## config.mk

```make
export PLATFORM = sky130hd
export DESIGN_NAME = mic_serial_rx
export DESIGN_NICKNAME = d
export VERILOG_FILES = /design/src/rtl/mic_serial_rx.sv
export SDC_FILE = /design/constraint.sdc
export NUM_CORES = 1
export LEC_CHECK = 0
export BUFFER_PORTS_ARGS = -buffer_cell sky130_fd_sc_hd__buf_2
export CORE_MARGIN = 1
export CORE_UTILIZATION = 30
export DETAILED_ROUTE_END_ITERATION = 7
export GPL_TIMING_DRIVEN = 0
export PLACE_DENSITY = 0.5
export SYNTH_ARGS = -nofsm -noshare
export SYNTH_HDL_FRONTEND = slang
export SYNTH_SLANG_ARGS = --single-unit
export TNS_END_PERCENT = 30
```

## constraint.sdc

```tcl
create_clock -name clk -period 3.2 [get_ports clk]
set_input_delay 0.32 -clock clk [delete_from_list [all_inputs] [get_ports clk]]
set_output_delay 0.32 -clock clk [all_outputs]
set_load 0.01 [all_outputs]
```

## src/rtl/mic_serial_rx.sv

```systemverilog
// Oversampling receiver for the two-wire mic serial link: assembles MSB-first words on sclk rising edges.
// Optional partial-word timeout recovery is built only when MIC_SERIAL_RX_TIMEOUT_EN is defined.
module mic_serial_rx #(
  parameter int WORD_WIDTH     = 32,
  parameter int TIMEOUT_CYCLES = 64
) (
  input  logic                  clk,
  input  logic                  reset_n,
  input  logic                  sclk_in,
  input  logic                  sdi_in,
  output logic [WORD_WIDTH-1:0] word_out,
  output logic                  word_valid,
  output logic                  busy,
  output logic                  frame_error,
  output logic [15:0]           word_count
);

  localparam int CNT_W = $clog2(WORD_WIDTH + 1);

  typedef enum logic [1:0] {IDLE, SHIFT, DONE} state_t;

  state_t                state_q, state_d;
  logic                  sclk_meta_q, sclk_sync_q, sclk_prev_q;
  logic                  sdi_meta_q, sdi_sync_q;
  logic [WORD_WIDTH-1:0] shreg_q, shreg_d, shifted;
  logic [CNT_W-1:0]      bit_cnt_q, bit_cnt_d;
  logic [WORD_WIDTH-1:0] word_out_q, word_out_d;
  logic                  word_valid_q, word_valid_d;
  logic                  frame_error_q, frame_error_d;
  logic [15:0]           word_count_q, word_count_d;
  logic                  rise, last_bit, timeout;

  // sclk flops reset high so releasing reset with sclk idle never looks like an edge.
  always_ff @(posedge clk) begin
    if (!reset_n) begin
      sclk_meta_q <= 1'b1;
      sclk_sync_q <= 1'b1;
      sclk_prev_q <= 1'b1;
      sdi_meta_q  <= 1'b0;
      sdi_sync_q  <= 1'b0;
    end else begin
      sclk_meta_q <= sclk_in;
      sclk_sync_q <= sclk_meta_q;
      sclk_prev_q <= sclk_sync_q;
      sdi_meta_q  <= sdi_in;
      sdi_sync_q  <= sdi_meta_q;
    end
  end

  assign rise     = sclk_sync_q & ~sclk_prev_q;
  assign last_bit = (bit_cnt_q == CNT_W'(WORD_WIDTH - 1));

  generate
    if (WORD_WIDTH == 1) begin : g_shift_1
      assign shifted = sdi_sync_q;
    end else begin : g_shift_n
      assign shifted = {shreg_q[WORD_WIDTH-2:0], sdi_sync_q};
    end
  endgenerate

`ifdef MIC_SERIAL_RX_TIMEOUT_EN
  localparam int IDLE_W = $clog2(TIMEOUT_CYCLES + 1);
  logic [IDLE_W-1:0] idle_cnt_q;

  always_ff @(posedge clk) begin
    if (!reset_n || state_q != SHIFT || rise) begin
      idle_cnt_q <= '0;
    end else begin
      idle_cnt_q <= idle_cnt_q + IDLE_W'(1);
    end
  end

  // Expiry is this cycle's increment reaching TIMEOUT_CYCLES; a coincident edge wins.
  assign timeout = (state_q == SHIFT) && !rise &&
                   (idle_cnt_q == IDLE_W'(TIMEOUT_CYCLES - 1));
`else
  assign timeout = 1'b0;
`endif

  always_ff @(posedge clk) begin
    if (!reset_n) begin
      state_q <= IDLE;
    end else begin
      state_q <= state_d;
    end
  end

  always_comb begin
    state_d = state_q;
    case (state_q)
      IDLE:    if (rise) state_d = last_bit ? DONE : SHIFT;
      SHIFT: begin
        if (rise)         state_d = last_bit ? DONE : SHIFT;
        else if (timeout) state_d = IDLE;
      end
      DONE:    state_d = IDLE;
      default: state_d = IDLE;
    endcase
  end

  always_comb begin
    busy        = (state_q != IDLE);
    word_out    = word_out_q;
    word_valid  = word_valid_q;
    frame_error = frame_error_q;
    word_count  = word_count_q;
  end

  always_comb begin
    shreg_d       = shreg_q;
    bit_cnt_d     = bit_cnt_q;
    word_out_d    = word_out_q;
    word_valid_d  = 1'b0;
    frame_error_d = timeout;
    word_count_d  = word_count_q;
    if (rise && state_q != DONE) begin
      shreg_d   = shifted;
      bit_cnt_d = bit_cnt_q + CNT_W'(1);
    end
    if (timeout) begin
      bit_cnt_d = '0;
    end
    if (state_q == DONE) begin
      word_out_d   = shreg_q;
      word_valid_d = 1'b1;
      bit_cnt_d    = '0;
      if (word_count_q != 16'hFFFF) word_count_d = word_count_q + 16'd1;
    end
  end

  always_ff @(posedge clk) begin
    if (!reset_n) begin
      shreg_q       <= '0;
      bit_cnt_q     <= '0;
      word_out_q    <= '0;
      word_valid_q  <= 1'b0;
      frame_error_q <= 1'b0;
      word_count_q  <= '0;
    end else begin
      shreg_q       <= shreg_d;
      bit_cnt_q     <= bit_cnt_d;
      word_out_q    <= word_out_d;
      word_valid_q  <= word_valid_d;
      frame_error_q <= frame_error_d;
      word_count_q  <= word_count_d;
    end
  end

endmodule

```

# Word-level counts from Yosys, hierarchy flattened
# Cells that the tools add are included.
# classes
n_bitwise	3
n_reduce_logical	7
add_sub_neg	2
n_mux	2
n_eq_ne	5
# ops
cell	n
$add 16x1->16 const B	1
$ne 16x16->1 const B	1
$add 6x1->6 const B	1
$eq 6x5->1 const B	1
$reduce_and 2->1	2
$reduce_or 2->1	2
$eq 2x1->1 const B	1
$eq 2x2->1 const B	1
$logic_not 2->1	1
$mux 2	1
$ne 2x2->1 const B	1
$not 1->1	2
$reduce_bool 2->1	1
$and 1x1->1	1
$logic_and 1x1->1	1
$mux 1	1
# word_totals
output_inout_bits	51
regBits	94
wordCells	30
in_bits	4

# Depth between registers and ports, before layout
# Gate-level depths: netlist of run 1.
# depth
depth_word	3
depth_mapped	6
depth_no_buf	5

# Least setup slack after synthesis of run 1
# Ideal clock, no wire load.
# synth_timing
kind	register to register
startpoint	reg word_count_q[0] (netlist: word_count[0])
endpoint	reg word_count_q[8] (netlist: word_count[8])
required_time_ns	3.130
setup_slack_ns	1.360
arrival_ns	1.769
period_less_slack_ns	1.840
path_stages_with_launch	7
setup_ns	0.070
n_path_buf	1
path_cell_list	dfxtp_1 > ha_1 > nand4_1 > or2_1 > clkbuf_1 > or4_1 > a21oi_1
# synth_via
elab_chain_cells	2
word_cells_on_any_way	3
classes_between	add/sub: 1; eq/ne: 1; reduce/logical: 1
# synth_rtl
element	line	rtl
start: declaration	30	logic [15:0] word_count_q, word_count_d;
start signal: assignment	145	word_count_q <= word_count_d;
parallel branches: the longest is 2 deep, another holds $add 16x1->16	-	
# Parallel ways; which one is timed is not known.
# A chain may end at the register's enable or synchronous reset.

# Worst setup path in the final report of run 1
# layout_timing
startpoint	reg word_count_q[0] (netlist: word_count[0])
endpoint	reg word_count_q[3] (netlist: word_count[3])
# Same word-level chain as after synthesis.

==> flow_summary_export.csv, run 1 <==
group,metric,value,unit
synth,synth.area.top_cells,"dfxtp_1 54%, nand2_1 15%, a21oi_1 10%",
synth,ys_ff_latch,94,
clock_network,numCtsBuffers,9,
synth,syn_area_per_cell,8.13,µm²
layout,num_antenna_cells,0,
sta,rsz0062_at_grt,"false",
worst_setup_path,worstSetupPathType,"reg -> reg",
pwr,p_switching,0.467,mW
worst_setup_path,rr_startpoint,"word_count[0]",
worst_setup_path,crit_path_max_incr_delay,0.73,ns
routing,ant_nets,0,
worst_setup_path,path_max_fanout,5,
worst_setup_path,critical_path.cell_chain,"ha_1 -> nand4_1 -> nor4_1 -> nor3b_1 -> mux2i_1",
sta,tns,0,ns
die,die_y,110,µm
global_routing,grt_pass1_vias,2782,
die,rows,39,
synth,synthesis.nets,437,
die,dieArea,0.0121,mm²
synth,synth_cell_type_count,36,
routing,vias_per_cell,4.65,
synth,yosysMostFrequentCell,"nand2_1",
synth,yosysWarnings,0,
worst_setup_path,cp.arrival,2.24,ns
clock_network,clkSinkCount,94,
global_routing,grt_max_degree,15,
die,core_area,0.0114,mm²
pwr,power.share.combinational,0.019,
synth,ys_async_sr_fraction,0,
synth,syn_area,0.00351,mm²
hold_path,min_path_type,"in -> reg",
synth,synth_top_cell_area_share,0.537,
sta,worst_pin_slew,0.782,ns
layout,drive_above_1_share,0.146,
sta,skew,0.00498,ns
synth,synth-seq-area-share,0.537,
worst_setup_path,cp_slowest_cell,"nor4_1",
die,io_pins,55,
global_routing,grt_overflow,0,
clock_network,path_clk_slew,0.06,ns
hold_path,worstHoldStart,"sclk_in",
sta,fin_crit_sh,0.629,
synth,synth_edf_count,0,
synth,synth_ff_type,"dfxtp_1",
worst_setup_path,endpoint_kind,"flop",
global_routing,grtUsageTotal,0.142,
synth,synthTopCellsByCount,"144 x nand2_1, 94 x dfxtp_1, 73 x a21oi_1",
worst_setup_path,rr_endpoint,"word_count[3]",
die,start_util,0.307,
routing,drt_iter0_markers,107,
hold_path,hold_path_depth,2,
worst_setup_path,r2r_cells,5,
pwr,intPower,1.83,mW
clock_network,cts_resized,0,
routing,vias,2987,
clock_network,clock_path_buffers,2,
global_routing,grt_pass1_wl,13200,µm
place,numPortBuffers,53,
place,hpwl,5520,µm
worst_setup_path,rrSetupSlack,1.19,ns
clock_network,cts_tree,"done",
layout,area_delta_synth_final,21.3,%
sta,max_freq,0.497,GHz
sta,setup_viol,0,
clock_network,root_buffer,"clkbuf_16",
hold_path,whs_endpoint,"sclk_meta_q",
sta,relSlewSlack,0.474,
run_status,outcome,"finished, final reports clean",
global_routing,antenna_found_initial,0,
sta,min_period,2.01,ns
pwr,ir_drop,0.317,mV
synth,synth_top_area_cell,"dfxtp_1",
worst_setup_path,required,3.43,ns
clock_network,cts_hold_buf,0,
clock_network,clk_latency,0.34,ns
synth,synth_cells,431,
sta,drv_slew,0,
die,die_w,110,µm
run,drv_cap,0,
pwr,switching_share,0.203,
routing,drcViolationCount,0,
clock_network,cts_max_level,3,
pwr,p_total,2.30,mW
clock_network,postCtsSetupBuffers,0,
routing,dr.pass1.iters,4,
sta,hold_viol,0,
routing,wl_per_cell,12.4,µm
routing,routed_wirelength,7960,µm
pwr,power.density,540,mW/mm²
layout,fin_nets,501,
place,place.gp.congestion,0.766,
pwr,power_frac_seq,0.511,
pwr,power_leakage,1.55,nW
pwr,p_clk_frac,0.470,
worst_setup_path,critPathLaunchType,"flop",
[metrics by stage]
stage / utilization / setup slack [ns] / cells / hold slack, ns / instance area, µm²
4_1_cts: 0.372 / 1.15 / 643 / 0.151 / 4250
2_1_floorplan: - / 1.36 / 431 / 0.386 / 3510
3_5_place_dp: 0.346 / 1.17 / 627 / 0.397 / 3950
5_1_grt: 0.372 / 1.01 / 643 / 0.160 / 4250
6_report: 0.372 / 1.19 / 643 / 0.157 / 4250
3_3_place_gp: 0.346 / 1.24 / 627 / 0.392 / 3950
[kinds of logic (layout without fill, tap and decap cells)]
| family | count (synthesis) | after routing | share of synthesized area |
|---|---|---|---|
| buf+inv | 29 | 98 | 0.0321 |
| fa+ha+maj | 2 | 2 | 0.00714 |
| simple gates | 210 | 210 | 0.268 |
| mux | 5 | 5 | 0.0143 |
| other cells | 1 | 1 | 0.00107 |
| xor+xnor | 5 | 5 | 0.0125 |
| compound gates | 85 | 85 | 0.128 |
| flops | 94 | 94 | 0.537 |
[registers in the layout (all words and copies together), names as in the netlist]
signal / count
bit_cnt_q: 6
sclk_meta_q: 1
sclk_prev_q: 1
sclk_sync_q: 1
sdi_meta_q: 1
sdi_sync_q: 1
shreg_q: 32
state_q: 2
word_count: 16
word_out: 32
word_valid: 1
[layer usage]
metal	GRT usage	part of all wire
met1	0.176	0.48
met2	0.232	0.44
met3	0.0547	0.062
met4	0.0367	0.0098
met5	0	0
[cell usage in the layout (no fill, tap or decap), types with 3 or more instances in the layout]
cell,count
buf_2,53
nand2b_1,8
nor3_1,5
or3_1,5
clkbuf_1,25
mux2i_1,5
o31ai_1,3
clkbuf_16,9
nand4_1,6
nor3b_1,4
or4_1,4
a21oi_1,73
o21ai_0,4
dfxtp_1,94
nor4_1,6
xnor2_1,3
nor2_1,13
nand3_1,5
nand2_1,144
[how the worst max path moves through the flow]
stage / cells past startpoint / to / startpoint
4_1_cts: 5 / word_count[3] / word_count[0]
3_3_place_gp: 5 / word_count[3] / word_count[0]
5_1_grt: 5 / word_count[3] / word_count[0]
6_report: 5 / word_count[3] / word_count[0]
2_1_floorplan: 6 / word_count[8] / word_count[0]
3_5_place_dp: 5 / word_count[3] / word_count[0]
[critical path, delay by kind of cell, from the launching register on]
kind / cells / cell delay, ns
fa+ha+maj: 1 / 0.29
flops: 1 / 0.41
mux: 1 / 0.15
simple gates: 3 / 1.06
[area by class of cell]
class	instances	area, µm²
Clock inverter	3	42.5
Multi-Input combinational cell	308	1510
Tap cell	143	179
Sequential cell	94	1880
Inverter	3	11.3
Timing Repair Buffer	53	265
Clock buffer	13	260
Fill cell	1244	7170
Buffer	26	101
[power by group through the flow]
stage                     clock network, mW  registers [mW]  logic [mW]
after floorplan                           0            1.20      0.0278
after CTS                              1.11            1.17      0.0444
final                                  1.08            1.18      0.0428
after global routing                   1.15            1.17      0.0491
after global placement                    0            1.20      0.0443
after detailed placement                  0            1.20      0.0444
No activity file was read; power rests on OpenSTA's default activity.
==> run 2: changes to the inputs <==
- PLACE_DENSITY: 0.5 -> 0.51
- clock period: 3.2 -> 1.65 ns (I/O delays scaled with it)
==> flow_summary_export.csv, run 2 (synthesis gave the netlist of run 1 again) <==
group,metric,value,unit
run_status,outcome,"complete, but fails checks",
run_status,violations,"negative setup slack",
clock_network,cts_tree,"done",
worst_setup_path,cp_slowest_cell,"or4_1",
die,io_pins,55,
die,rows,39,
worst_setup_path,critical_path.cell_chain,"ha_4 -> nand4_1 -> or2_4 -> or4_1 -> a21oi_1",
worst_setup_path,path_buf_inv,0,
layout,fin_util,0.392,
routing,vias_per_cell,4.70,
layout,num_antenna_cells,0,
pwr,p_total,4.54,mW
clock_network,clk_latency,0.34,ns
worst_setup_path,r2r_cells,5,
worst_setup_path,rr_startpoint,"word_count[1]",
worst_setup_path,worstSetupPathType,"reg -> reg",
worst_setup_path,required,1.91,ns
global_routing,grt_overflow,0,
worst_setup_path,cp.arrival,1.92,ns
clock_network,clock_path_buffers,2,
worst_setup_path,critPathCapture,"word_count[8]",
sta,setup_viol,2,
clock_network,root_buffer,"clkbuf_16",
sta,drv_slew,0,
global_routing,grtUsageTotal,0.144,
worst_setup_path,crit_family,"simple AND/OR/NAND/NOR gates",
worst_setup_path,rr_endpoint,"word_count[8]",
routing,drcViolationCount,0,
place,hpwl,5560,µm
hold_path,min_path_type,"in -> reg",
layout,n_fill_cell,1219,
worst_setup_path,path_max_fanout,6,
die,die_y,110,µm
pwr,ir_drop,0.560,mV
routing,dr.pass1.iters,6,
sta,relSlewSlack,0.586,
worst_setup_path,crit_path_max_incr_delay,0.50,ns
layout,fin_area,0.00448,mm²
place,placed_cell_area,0.00398,mm²
sta,hold_viol,0,
routing,vias,3061,
sta,rsz0062_at_grt,"true",
run,drv_cap,0,
worst_setup_path,critPathLaunchType,"flop",
layout,area_delta_synth_final,27.7,%
die,dieArea,0.0121,mm²
layout,final_common_cell,"nand2_1",
clock_network,clkSinkCount,94,
layout,layout_common_cells,"144 x nand2_1, 79 x dfxtp_1, 71 x a21oi_1",
layout,drive_above_1_share,0.238,
sta,tns,-0.0152,ns
worst_setup_path,rrSetupSlack,-0.008,ns
clock_network,cts_max_level,3,
routing,drt_iter0_markers,109,
routing,ant_nets,0,
place,numPortBuffers,53,
worst_setup_path,endpoint_kind,"flop",
pwr,power_leakage,1.69,nW
global_routing,grt_pass1_vias,2768,
global_routing,grt_max_degree,15,
pwr,power.density,1010,mW/mm²
global_routing,antenna_found_initial,0,
die,die_w,110,µm
sta,timing.final.ws_setup,-0.00773,ns
routing,wl_per_cell,12.5,µm
sta,skew,0.00768,ns
sta,min_period,1.66,ns
clock_network,path_clk_slew,0.06,ns
clock_network,numCtsBuffers,9,
worst_setup_path,path_depth,5,
sta,max_freq,0.603,GHz
die,core_area,0.0114,mm²
global_routing,grt_pass1_wl,13300,µm
routing,routed_wirelength,8130,µm
place,place.gp.congestion,0.764,
layout,fin_nets,509,
sta,fin_crit_sh,1.00,
worst_setup_path,crit_start,"word_count[1]",
sta,worst_pin_slew,0.621,ns
die,start_util,0.307,
place,pre_cts_ws,-0.253,ns
-- run 2: cell types whose count changed in the layout (fill, tap and decap cells not counted), moves of 3 or more --
cell / previous run / this run
buf_4: 1 / 9
clkbuf_1: 25 / 12
clkbuf_2: 0 / 11
dfxtp_1: 94 / 79
dfxtp_2: 0 / 7
dfxtp_4: 0 / 8
nor4_1: 6 / 3
-- run 2: area by class of cell --
| type | count | area [µm²] | share of cell area |
|---|---|---|---|
| inverter | 3 | 11.3 | 0.00252 |
| multi-input combinational | 308 | 1600 | 0.356 |
| clock inverter | 2 | 37.5 | 0.00838 |
| sequential | 94 | 1920 | 0.429 |
| tap | 143 | 179 | 0.0400 |
| buffer | 25 | 114 | 0.0254 |
| timing repair buffer | 62 | 335 | 0.0749 |
| clock buffer | 14 | 284 | 0.0634 |
-- run 2: per-stage QoR --
step | hold WS [ns] | std cells
after detailed placement | 0.350 | 627
after CTS | 0.0282 | 645
after global routing | 0.0323 | 651
after global placement | 0.350 | 627
final | 0.0380 | 651
after floorplan | 0.238 | 431
-- run 2: how the worst min path moves through the flow --
stage                  from          end  depth (start not counted)
floorplan           reset_n  sclk_meta_q                          1
global placement    sclk_in  sclk_meta_q                          2
detailed placement  sclk_in  sclk_meta_q                          2
CTS                  sdi_in   sdi_meta_q                          2
global route         sdi_in   sdi_meta_q                          2
finish               sdi_in   sdi_meta_q                          2
-- run 2: report_power, final --
| part | total, mW | switching [mW] | internal, mW |
|---|---|---|---|
| Sequential | 2.27 | 0.00351 | 2.26 |
| Clock | 2.19 | 0.848 | 1.34 |
| Combinational | 0.0876 | 0.0660 | 0.0215 |
| Total | 4.54 | 0.918 | 3.63 |
-- run 2: repair_timing --
action / CTS / global route
resized for setup: 13 / 33
hold endpoints to repair: 1 / 0
cloned: 0 / 0
buffers inserted: 1 / 7
pin swaps: 1 / 7
hold buffers: 1 / 0
setup endpoints to repair: 45 / 76
-- run 2: layer usage --
metal	GRT usage	share of wire
met1	0.182	0.49
met2	0.230	0.45
met3	0.0429	0.050
met4	0.0526	0.015
met5	0	0
